$ cat src/rtl/vigna_prefetch.sv
// vigna_prefetch: DEPTH-entry instruction prefetch queue for vigna RV32I.
// Speaks i_valid/i_ready toward memory and valid/ready toward the core.
module vigna_prefetch #(
  parameter int          DEPTH      = 4,
  parameter logic [31:0] RESET_ADDR = 32'h0000_0000
) (
  input  logic                         clk,
  input  logic                         resetn,
  output logic                         i_valid,
  input  logic                         i_ready,
  output logic [31:0]                  i_addr,
  input  logic [31:0]                  i_rdata,
  output logic                         f_valid,
  input  logic                         f_ready,
  output logic [31:0]                  f_inst,
  output logic [31:0]                  f_pc,
  input  logic                         redir,
  input  logic [31:0]                  redir_addr,
  output logic [$clog2(DEPTH+1)-1:0]   occupancy
);

  localparam int PW = $clog2(DEPTH);
  localparam int CW = $clog2(DEPTH+1);
  localparam logic [CW-1:0] FULL = CW'(DEPTH);

  typedef enum logic [1:0] {
    IDLE    = 2'd0,
    REQ     = 2'd1,
    DISCARD = 2'd2
  } state_t;

  state_t          state;
  state_t          state_nx;
  logic [31:0]     pc_mem   [DEPTH];
  logic [31:0]     inst_mem [DEPTH];
  logic [PW-1:0]   rd_ptr;
  logic [PW-1:0]   wr_ptr;
  logic [CW-1:0]   count;
  logic [CW-1:0]   count_nx;
  logic [31:0]     fetch_addr;
  logic [31:0]     pend_addr;
  logic [31:0]     redir_al;
  logic            push;
  logic            pop;
  logic            room;

  assign redir_al = redir_addr & ~32'h3;
  assign push     = (state == REQ) & i_ready & ~redir;
  assign pop      = (count != '0) & f_ready & ~redir;
  assign room     = count_nx < FULL;

  always_comb begin
    count_nx = count;
    if (redir)
      count_nx = '0;
    else if (push & ~pop)
      count_nx = count + CW'(1);
    else if (pop & ~push)
      count_nx = count - CW'(1);
  end

  always_ff @(posedge clk) begin
    if (!resetn)
      state <= IDLE;
    else
      state <= state_nx;
  end

  always_comb begin
    state_nx = state;
    unique case (state)
      IDLE:
        if (redir || room)
          state_nx = REQ;
      REQ:
        if (redir)
          state_nx = i_ready ? REQ : DISCARD;
        else if (i_ready && !room)
          state_nx = IDLE;
      DISCARD:
        if (i_ready)
          state_nx = REQ;
      default:
        state_nx = IDLE;
    endcase
  end

  always_comb begin
    i_valid   = (state != IDLE);
    i_addr    = fetch_addr;
    f_valid   = (count != '0);
    f_inst    = '0;
    f_pc      = '0;
    occupancy = count;
    if (f_valid) begin
      f_inst = inst_mem[rd_ptr];
      f_pc   = pc_mem[rd_ptr];
    end
  end

  always_ff @(posedge clk) begin
    if (!resetn) begin
      count      <= '0;
      rd_ptr     <= '0;
      wr_ptr     <= '0;
      fetch_addr <= RESET_ADDR;
      pend_addr  <= '0;
    end else begin
      count <= count_nx;
      if (redir)
        rd_ptr <= wr_ptr;
      else if (pop)
        rd_ptr <= rd_ptr + PW'(1);
      if (push)
        wr_ptr <= wr_ptr + PW'(1);
      // i_addr is fetch_addr, so it stays put until the bus completes
      unique case (state)
        IDLE:
          if (redir)
            fetch_addr <= redir_al;
        REQ:
          if (i_ready)
            fetch_addr <= redir ? redir_al : fetch_addr + 32'd4;
          else if (redir)
            pend_addr <= redir_al;
        DISCARD:
          if (i_ready)
            fetch_addr <= redir ? redir_al : pend_addr;
          else if (redir)
            pend_addr <= redir_al;
        default: ;
      endcase
    end
  end

  always_ff @(posedge clk) begin
    if (push) begin
      pc_mem[wr_ptr]   <= fetch_addr;
      inst_mem[wr_ptr] <= i_rdata;
    end
  end

endmodule

$ cat config.mk
export PLATFORM = sky130hd
export DESIGN_NAME = vigna_prefetch
export DESIGN_NICKNAME = d
export VERILOG_FILES = /design/src/rtl/vigna_prefetch.sv
export SDC_FILE = /design/constraint.sdc
export NUM_CORES = 1
export LEC_CHECK = 0
export BUFFER_PORTS_ARGS = -buffer_cell sky130_fd_sc_hd__buf_2
export CAP_MARGIN = 25
export CORE_MARGIN = 10
export CORE_UTILIZATION = 50
export DETAILED_ROUTE_END_ITERATION = 7
export PLACE_DENSITY_LB_ADDON = 0.15
export SLEW_MARGIN = 20
export SYNTH_ARGS = -nofsm -noshare
export SYNTH_HDL_FRONTEND = slang
export SYNTH_SLANG_ARGS = --single-unit
$ cat constraint.sdc
create_clock -name clk -period 6.45 [get_ports clk]
set_input_delay 0 -clock clk [delete_from_list [all_inputs] [get_ports clk]]
set_output_delay 0 -clock clk [all_outputs]
set_load 0.02 [all_outputs]
==> results.cfg <==
[status]
status = finished clean

[logic_synthesis]
synth_top_area_share = 0.5496
ys_types = 66
synthTopCellsByArea = edfxtp_1 (55%), dfxtp_1 (11%), mux4_2 (10%), and2_1 (3.2%), nand2_1 (2.4%)
ys_ff_latch = 331
ys_seq_area_frac = 0.6569
syn-cell-area_sq_mm = 0.01399
synth-edff-count = 256
ys_warn_count = 0
yosysTopAreaCell = edfxtp_1
synthTopCellsByCount = edfxtp_1 (256), nand2_1 (91), dfxtp_1 (75)
synthesis.nets = 1041
synthArstFlopShare = 0
synthCells = 958
syn_area_per_cell_sq_um = 14.60
synth_most_common_cell = edfxtp_1
synth_ff_type = edfxtp_1

[worst_setup_path]
reg2reg_depth = 5
crit_chain = inv_1 -> ha_1 -> nor2b_1 -> and3_4 -> buf_4
cp_data_arrival_time_ps = 3550
critical_path_class = flop to flop
critical_path_peak_fanout = 36
slowest_delay_ps = 810
timing.rr.start = state[1]
cp-end-kind = flop
cpMaxStageDelayCell = nor2b_1
r2r_setup_slack_ps = 3040
cp.required_ps = 6600
regToRegEndpoint = pc_mem[0][22]
critical_path.endpoint = pc_mem[0][22]
crit_start = state[1]
start_kind = flop

[power_and_ir_drop]
max-vdd-ir-drop_v = 0.0001808
leakagePower_nw = 5.998
swShare = 0.2602
clockPowerShare = 0.358
intPower_mw = 3.751
power.switching_mw = 1.319
power.total_mw = 5.070
power_density_mw_per_mm2 = 301.0
power_frac_comb = 0.132
power_frac_seq = 0.510

[grt]
grt_start_max_net_pins = 68
grt_usage = 0.1928
overflow = 0
first_global_vias = 9319
antenna_found_initial = 0
grt_pass1_wl_mm = 54.17

[clocking]
clk_latency_ps = 500
post_cts_buffers = 0
cts.clk_slew.worst_paths_ps = 60
cts_tree = done
clk_path_buf_depth = 3
h-tree-depth = 2
clock-sinks = 331
cts-buffers-inserted = 35
clock-root-buffer = clkbuf_16

[sta]
tightest_slew_ps = 1014
max_freq_mhz = 293.6
relSlewSlack = 0.3237
rsz0062_at_grt = no
setup_violations = 0
min_period_ps = 3406
whs_ps = 64.65
min_period_over_period = 0.5280
final_max_slew_viol_count = 0
hold_viol = 0
finClkSkew_ps = 9.686
tns_ps = 0

[die]
die_area_sq_mm = 0.03507
fp.coreArea_sq_mm = 0.02771
row_count = 61
initial_core_util = 0.5049
die_x_um = 187.3
die_h_um = 187.3
ioPinCount = 170

[routing]
ant_nets = 0
wl_per_cell_um = 21.49
drcViolationCount = 0
num_vias = 8982
wl_mm = 33.87
drtIter0Drc = 641
vias_per_cell = 5.699
drt_first_pass_iters = 5

[finish]
layout-drive-gt1-share = 0.2604
finalInstanceArea_sq_mm = 0.01684
diodes = 0
layout.cells.non_filler = 1576
num-nets-final = 1262
area_delta_synth_final_pct = 20.41

[flow_run]
drv_cap = 0

[place]
io_buffers = 167
placed_area_sq_mm = 0.01518
gp_congestion = 0.8498
dp_hpwl_mm = 20.82
placed_cells = 1455

[worst_hold_path]
hold_path.class = input pin to flop
==> layer usage <==
metal	wire, um	part of all wire	global-route usage
met5	0	0	0
met4	823	0.024	0.05676
met3	2027	0.060	0.03803
met2	16340	0.48	0.3164
met1	14670	0.43	0.2548
==> per-stage QoR <==
step / worst slack (ps) / utilization
final: 3044 / 0.6080
after global routing: 2809 / 0.6080
after CTS: 2962 / 0.6080
after detailed placement: 2963 / 0.5478
after global placement: 3053 / 0.5478
after floorplan: 3438 / -
==> worst min-delay path by stage <==
stage | from | cells past startpoint | endpoint
global placement | i_rdata[15] | 1 | inst_mem[3][15]
detailed placement | i_rdata[18] | 1 | inst_mem[3][18]
CTS | redir | 3 | i_addr[29]
floorplan | i_rdata[0] | 0 | inst_mem[0][0]
finish | redir | 3 | i_addr[29]
global route | redir | 3 | i_addr[29]
==> critical path: cells and delay by family (launching register included) <==
family	cells	cell delay [ps]
buffers and inverters	2	600
AND/OR/NAND/NOR	2	1540
flip-flops	1	320
adder cells (fa/ha/maj)	1	520
==> placed cells by master, fill, tap and decap left out, types with 30 or more instances in the layout <==
master         instances
a21oi_1               48
buf_2                167
edfxtp_1             256
clkbuf_16             35
nand2_1               91
and2_1                71
o21ai_0               39
dlygate4sd3_1         65
dfxtp_1               73
mux4_2                64
nor2_1                30
==> timing repair <==
| item | CTS | global route |
|---|---|---|
| gates resized for setup | 0 | 0 |
| hold buffers | 65 | 0 |
| hold endpoints to repair | 193 | 0 |
==> power by group through the flow <==
stage          Sequential [mW]  Combinational, mW  Clock, mW
2_1_floorplan             2.61              0.388          0
3_3_place_gp              2.62              0.629          0
3_5_place_dp              2.63              0.637          0
4_1_cts                   2.59              0.671       1.86
5_1_grt                   2.61              0.731       1.95
6_report                  2.59              0.667       1.82
==> final cells by class <==
cell class	count	area, sq um
Timing Repair Buffer	244	1577
Tap cell	378	473.0
Multi-Input combinational cell	550	4517
Fill cell	2159	10860
Clock inverter	12	87.58
Sequential cell	331	9196
Inverter	17	63.81
Clock buffer	44	929.6
==> logic make-up (layout without fill, tap and decap cells) <==
family | count (synthesis) | count (layout) | synth area share
flops | 331 | 331 | 0.6569
simple gates | 284 | 284 | 0.1114
compound gates | 172 | 172 | 0.08354
buf+inv | 77 | 317 | 0.02227
mux | 68 | 68 | 0.1059
fa+ha+maj | 14 | 14 | 0.01252
xor+xnor | 12 | 12 | 0.007513
==> registers in the layout, indices dropped and copies added (netlist names), named ones only <==
signal     cells
inst_mem     128
pc_mem       128
i_addr        32
pend_addr     32
occupancy      3
rd_ptr         2
state          2
wr_ptr         2
Power figures use the tool's default switching activity.
